### src/rtl/map_pkg.sv
// Shared map geometry, tile codes and arbiter state encoding used by the
// map tile arbiter and the map_RAM writer.
package map_pkg;

    localparam int MAP_COLS = 40;
    localparam int MAP_ROWS = 30;
    localparam int TILE_W   = 4;
    localparam int ROW_W    = 160;

    typedef enum logic [3:0] {
        TILE_EMPTY = 4'h0,
        TILE_WALL  = 4'h1,
        TILE_DOT   = 4'h2,
        TILE_POWER = 4'h3,
        TILE_DOOR  = 4'h4
    } tile_t;

    typedef enum logic [1:0] {
        IDLE  = 2'd0,
        READ  = 2'd1,
        WRITE = 2'd2,
        ACK   = 2'd3
    } arb_state_t;

    // Column 0 sits in the most significant nibble of a map row.
    function automatic logic [7:0] tile_lsb(input logic [5:0] col);
        return 8'(ROW_W - TILE_W - TILE_W * int'(col));
    endfunction

endpackage

### src/rtl/rr_arbiter.sv
// Combinational round-robin selector: searches from i_ptr upward (wrapping)
// and returns the first requester as one-hot plus the pointer to use next.
module rr_arbiter #(
    parameter int NREQ = 3,
    parameter int PW   = 2
) (
    input  logic [NREQ-1:0] i_req,
    input  logic [PW-1:0]   i_ptr,
    output logic [NREQ-1:0] o_grant,
    output logic [PW-1:0]   o_grant_idx,
    output logic [PW-1:0]   o_next_ptr,
    output logic            o_any
);

    always_comb begin
        logic [PW-1:0] w_j;
        o_grant     = '0;
        o_grant_idx = '0;
        o_next_ptr  = i_ptr;
        o_any       = 1'b0;
        w_j         = '0;
        for (int k = 0; k < NREQ; k++) begin
            w_j = PW'((int'(i_ptr) + k) % NREQ);
            if (!o_any && i_req[w_j]) begin
                o_any       = 1'b1;
                o_grant_idx = w_j;
                o_grant     = NREQ'(1) << w_j;
                o_next_ptr  = (w_j == PW'(NREQ - 1)) ? '0 : w_j + PW'(1);
            end
        end
    end

endmodule

### src/rtl/map_tile_arbiter.sv
// Arbitrates tile-write requests from pacman and the ghosts onto map_RAM
// port B as a read-modify-write of one 160-bit row per transaction.
module map_tile_arbiter
    import map_pkg::*;
#(
    parameter int RD_LAT = 2,
    parameter int NREQ   = 3
) (
    input  logic                  CLOCK_50,
    input  logic                  reset,
    // Handshake: req[i] is a level held with stable fields until ack[i]
    // pulses for one cycle; err/old_tile are valid only in that ack cycle.
    input  logic [NREQ-1:0]       req,
    input  logic [NREQ-1:0][4:0]  req_row,
    input  logic [NREQ-1:0][5:0]  req_col,
    input  logic [NREQ-1:0][3:0]  req_tile,
    output logic [NREQ-1:0]       ack,
    output logic                  err,
    output logic [3:0]            old_tile,
    output logic                  busy,
    output logic [4:0]            ram_addr,
    input  logic [ROW_W-1:0]      ram_q,
    output logic                  ram_wren,
    output logic [ROW_W-1:0]      ram_wdata,
    output logic [1:0]            dbg_state
);

    localparam int PW    = (NREQ > 1) ? $clog2(NREQ) : 1;
    localparam int CNT_W = 2;

    arb_state_t      r_state, w_next;
    logic [PW-1:0]   r_ptr, r_next_ptr, w_gidx, w_next_ptr;
    logic [NREQ-1:0] r_grant, w_grant;
    logic            w_any, w_oor, r_err;
    logic [4:0]      r_row, w_sel_row;
    logic [5:0]      r_col, w_sel_col;
    logic [3:0]      r_tile, r_old, w_sel_tile;
    logic [CNT_W-1:0] r_cnt;
    logic [7:0]      w_lsb;
    logic [ROW_W-1:0] w_mask;

    rr_arbiter #(.NREQ(NREQ), .PW(PW)) u_rr (
        .i_req       (req),
        .i_ptr       (r_ptr),
        .o_grant     (w_grant),
        .o_grant_idx (w_gidx),
        .o_next_ptr  (w_next_ptr),
        .o_any       (w_any)
    );

    assign w_sel_row  = req_row[w_gidx];
    assign w_sel_col  = req_col[w_gidx];
    assign w_sel_tile = req_tile[w_gidx];
    assign w_oor      = (w_sel_row > 5'(MAP_ROWS - 1)) || (w_sel_col > 6'(MAP_COLS - 1));
    assign w_lsb      = tile_lsb(r_col);
    assign w_mask     = ROW_W'({TILE_W{1'b1}}) << w_lsb;

    always_ff @(posedge CLOCK_50 or negedge reset) begin
        if (!reset) r_state <= IDLE;
        else        r_state <= w_next;
    end

    always_comb begin
        w_next    = r_state;
        ack       = '0;
        err       = 1'b0;
        old_tile  = '0;
        busy      = 1'b0;
        ram_addr  = '0;
        ram_wren  = 1'b0;
        ram_wdata = '0;
        dbg_state = r_state;
        case (r_state)
            IDLE: if (w_any) w_next = w_oor ? ACK : READ;
            READ: begin
                busy     = 1'b1;
                ram_addr = r_row;
                if (r_cnt == '0) w_next = WRITE;
            end
            WRITE: begin
                busy      = 1'b1;
                ram_addr  = r_row;
                ram_wren  = 1'b1;
                ram_wdata = (ram_q & ~w_mask) | (ROW_W'(r_tile) << w_lsb);
                w_next    = ACK;
            end
            ACK: begin
                busy     = 1'b1;
                ack      = r_grant;
                err      = r_err;
                old_tile = r_old;
                w_next   = IDLE;
            end
            default: w_next = IDLE;
        endcase
    end

    // Fields are captured at grant so requester changes mid-flight are ignored.
    always_ff @(posedge CLOCK_50 or negedge reset) begin
        if (!reset) begin
            r_ptr      <= '0;
            r_next_ptr <= '0;
            r_grant    <= '0;
            r_err      <= 1'b0;
            r_row      <= '0;
            r_col      <= '0;
            r_tile     <= '0;
            r_old      <= '0;
            r_cnt      <= '0;
        end else begin
            case (r_state)
                IDLE: if (w_any) begin
                    r_grant    <= w_grant;
                    r_next_ptr <= w_next_ptr;
                    r_err      <= w_oor;
                    r_row      <= w_sel_row;
                    r_col      <= w_sel_col;
                    r_tile     <= w_sel_tile;
                    r_old      <= '0;
                    r_cnt      <= CNT_W'(RD_LAT - 1);
                end
                READ:  if (r_cnt != '0) r_cnt <= r_cnt - CNT_W'(1);
                WRITE: r_old <= ram_q[w_lsb +: TILE_W];
                ACK:   r_ptr <= r_next_ptr;
                default: ;
            endcase
        end
    end

endmodule

### config.mk
export PLATFORM = sky130hd
export DESIGN_NAME = map_tile_arbiter
export DESIGN_NICKNAME = d
export VERILOG_FILES = /design/src/rtl/map_pkg.sv /design/src/rtl/rr_arbiter.sv /design/src/rtl/map_tile_arbiter.sv
export SDC_FILE = /design/constraint.sdc
export NUM_CORES = 1
export LEC_CHECK = 0
export CORE_ASPECT_RATIO = 1.25
export CORE_MARGIN = 4
export CORE_UTILIZATION = 30
export DETAILED_ROUTE_END_ITERATION = 16
export PLACE_DENSITY = 0.75
export SLEW_MARGIN = 20
export SYNTH_ARGS = -nofsm -noshare
export SYNTH_HDL_FRONTEND = slang
export SYNTH_SLANG_ARGS = --single-unit
### constraint.sdc
create_clock -name CLOCK_50 -period 3.1 [get_ports CLOCK_50]
set_input_delay 0.93 -clock CLOCK_50 [delete_from_list [all_inputs] [get_ports CLOCK_50]]
set_output_delay 0.93 -clock CLOCK_50 [all_outputs]
set_load 0.02 [all_outputs]
==> results_dict.tcl <==
set metrics [dict create \
    grt_pass1_wl_mm 46.7 \
    final_core_utilization_pct 56.4 \
    power_density_mw_per_mm2 870 \
    wl_met3_mm 2.06 \
    cp-startpoint "r_col[3]" \
    grt_pass1_vias 8016 \
    synth_nets 965 \
    vias_per_cell 5.28 \
    sequential_cell_area_sq_um 779 \
    hold_depth 1 \
    ioPinCount 387 \
    period_share_pct 103 \
    cp_max_fo 4 \
    path_class "flop to primary output" \
    grt-ovfl-total 0 \
    highest_layer "met5" \
    drt_iter0_drc 379 \
    grt_setup_unrepaired "true" \
    async_reset_ff_share_pct 100 \
    worst_slew_pin_slew_ns 0.543 \
    finalPower_mw 10.2 \
    r2r_slack_ns 0.21 \
    dp_slack_ns -0.450 \
    final_max_slew_viol_count 0 \
    synth.most_common_cell "mux2i_1" \
    cts_root_buffer "clkbuf_16" \
    peakVddDrop_v 0.000626 \
    layout.nets 1425 \
    synth_area_per_cell_sq_um 8.61 \
    cp.depth 10 \
    yosysSeqAreaShare_pct 12.1 \
    path_clk_slew_ns 0.05 \
    ys.flop_type "dfrtp_1" \
    crit_end "ram_wdata[62]" \
    dieArea_sq_mm 0.0238 \
    cp_slowest_stage_delay_ns 0.39 \
    timing.final.hold_violations 0 \
    fp.dieW_um 139 \
    drtPass1Iterations 5 \
    worstPathArrival_ns 2.26 \
    whs_ns 0.476 \
    dpl.hpwl_mm 25.6 \
    critical_path.cell_chain "inv_2, ha_4, xnor2_4, nand2b_1, or3_4, nor3_2, buf_4, mux2i_2, nor2b_2, buf_6" \
    p_leak_nw 5.11 \
    setup_slack_ns -0.0855 \
    max_slew_margin_pct 63.7 \
    antenna_cells 0 \
    clk_latency_ns 0.27 \
    antenna_found_initial 1 \
    grt.total_usage_pct 24.7 \
    ant_nets 0 \
    status "finished, violations left" \
    setup_violations 42 \
    cts.sinks 31 \
    ys.warnings.count 0 \
    vias 7804 \
    timing.fmax_mhz 314 \
    grt_max_degree 64 \
    cap_violations 0 \
    syn_area_sq_mm 0.00641 \
    start_util_pct 30.7 \
    core_area_sq_mm 0.0209 \
    fillers 1916 \
    synth.distinct_cells 47 \
    crit_slowest_cell "or3_4" \
    critPathTopFamily "simple AND/OR/NAND/NOR gates" \
    clk_path_buf_depth 2 \
    hp-class "flop to flop" \
    ys_ff_latch 31 \
    violations "negative setup slack" \
    routed_wirelength_mm 32.3 \
    drive_above_1_share_pct 38.2 \
    worstRegToRegCells 12 \
    num_rows 59 \
    place_congestion 0.949 \
    htree_levels 2 \
    r2r-start "r_ptr[0]" \
    synthTopCellsByArea "mux2i_1, mux4_2, nor2b_1" \
    fin_crit_ns 3.19 \
    fin_skew_ns 0.00276 \
    fin_tns_setup_ns -1.31 \
    multi_input_area_sq_mm 0.00578 \
    required_ns 2.17 \
    synth_edf_count 0 \
    cts_tree "yes" \
    netlist_instances 744 \
    die_h_um 171 \
    yosysTopAreaCell "mux2i_1" \
    port_buffers 386 \
    start_kind "flop" \
    path_buf_inv 3 \
    drc 0 \
    synth_top_area_share_pct 26.9 \
    m1WireLength_mm 12.2 \
    cts_inserted_buffers 5 \
    cp-end-kind "primary output" \
    timing.rr.end "dbg_state[1]" \
    wl_met2_mm 16.7 \
    synth_common_cells "mux2i_1, nor2b_1, clkbuf_1, nand2_1, mux4_2" \
    area_delta_synth_final_pct 83.9 \
    avgRoutedWirePerCell_um 21.8 \
]
repair_timing:
action,CTS,global route
endpoints found under the setup margin,163,162
pin swaps,11,15
setup buffers,7,7
gates resized for setup,623,168
cloned,1,1
hold buffers,0,0
metal layers:
layer  GRT usage [%]  vias to the layer above
li1                -                     3588
met1            28.5                     3781
met2            46.1                      354
met3            4.45                       79
met4            8.81                        2
met5               0                        -
state kept, by name, indices dropped and copies added (netlist names):
name	cells
r_grant	3
r_tile	4
r_cnt	2
r_old	4
r_ptr	2
r_row	5
r_col	6
dbg_state	2
r_next_ptr	2
r_err	1
cells by family (layout without fill, tap and decap cells):
group                    Yosys count  count (layout)  synth area share [%]
flip-flops                        31              31                  12.1
AND/OR/NAND/NOR                  308             309                  26.5
multiplexers                     226             226                  44.5
XOR/XNOR                           1               1                 0.137
AO/OA/AOI/OAI                     85              85                  9.32
adder cells (fa/ha/maj)           11              11                  2.15
buffers and inverters             82             542                  5.37
power breakdown:
part           switching (mW)  total, mW  internal [mW]  leakage [nW]
clock network           0.164      0.460          0.296        0.0679
registers               0.178      0.780          0.602         0.385
logic                    4.78       9.01           4.23          4.66
placed cells by master (no fill, tap or decap), types with 11 or more instances in the layout:
master           Yosys  layout
nor2_1              40      23
buf_4                1     169
mux4_2              46      46
buf_6                3      30
buf_12               0      11
and2_1              17      16
o21ai_0             22      19
clkdlybuf4s15_2      0      24
clkdlybuf4s50_1      0     223
nor2b_1            159     125
nand3_1             20      13
dfrtp_1             31      28
nor2b_2              0      34
mux2i_2              0      13
inv_1               13      12
buf_2                8      54
mux2i_1            172     158
nand2_1             50      43
through the flow:
| step | instance area, sq um | instances |
|---|---|---|
| after global placement | 11500 | 1455 |
| after floorplan | 6500 | 744 |
| final | 11800 | 1479 |
| after global routing | 11800 | 1479 |
| after CTS | 11500 | 1471 |
| after detailed placement | 11500 | 1455 |
area by class of cell:
class,instances,share of cell area [%]
Clock buffer,7,1.13
Tap cell,274,2.91
Clock inverter,1,0.0425
Timing Repair Buffer,521,39.8
Inverter,13,0.414
Multi-Input combinational cell,632,49.1
Sequential cell,31,6.62
worst min-delay path by stage:
stage	start	end	slack, ns
2_1_floorplan	r_row[2]	r_row[2]	0.44
3_5_place_dp	r_row[0]	r_row[0]	0.46
6_report	r_grant[1]	r_grant[1]	0.48
3_3_place_gp	r_grant[0]	r_grant[0]	0.45
5_1_grt	r_grant[0]	r_grant[0]	0.50
4_1_cts	r_row[0]	r_row[0]	0.47
(Power assumes the default switching activity.)
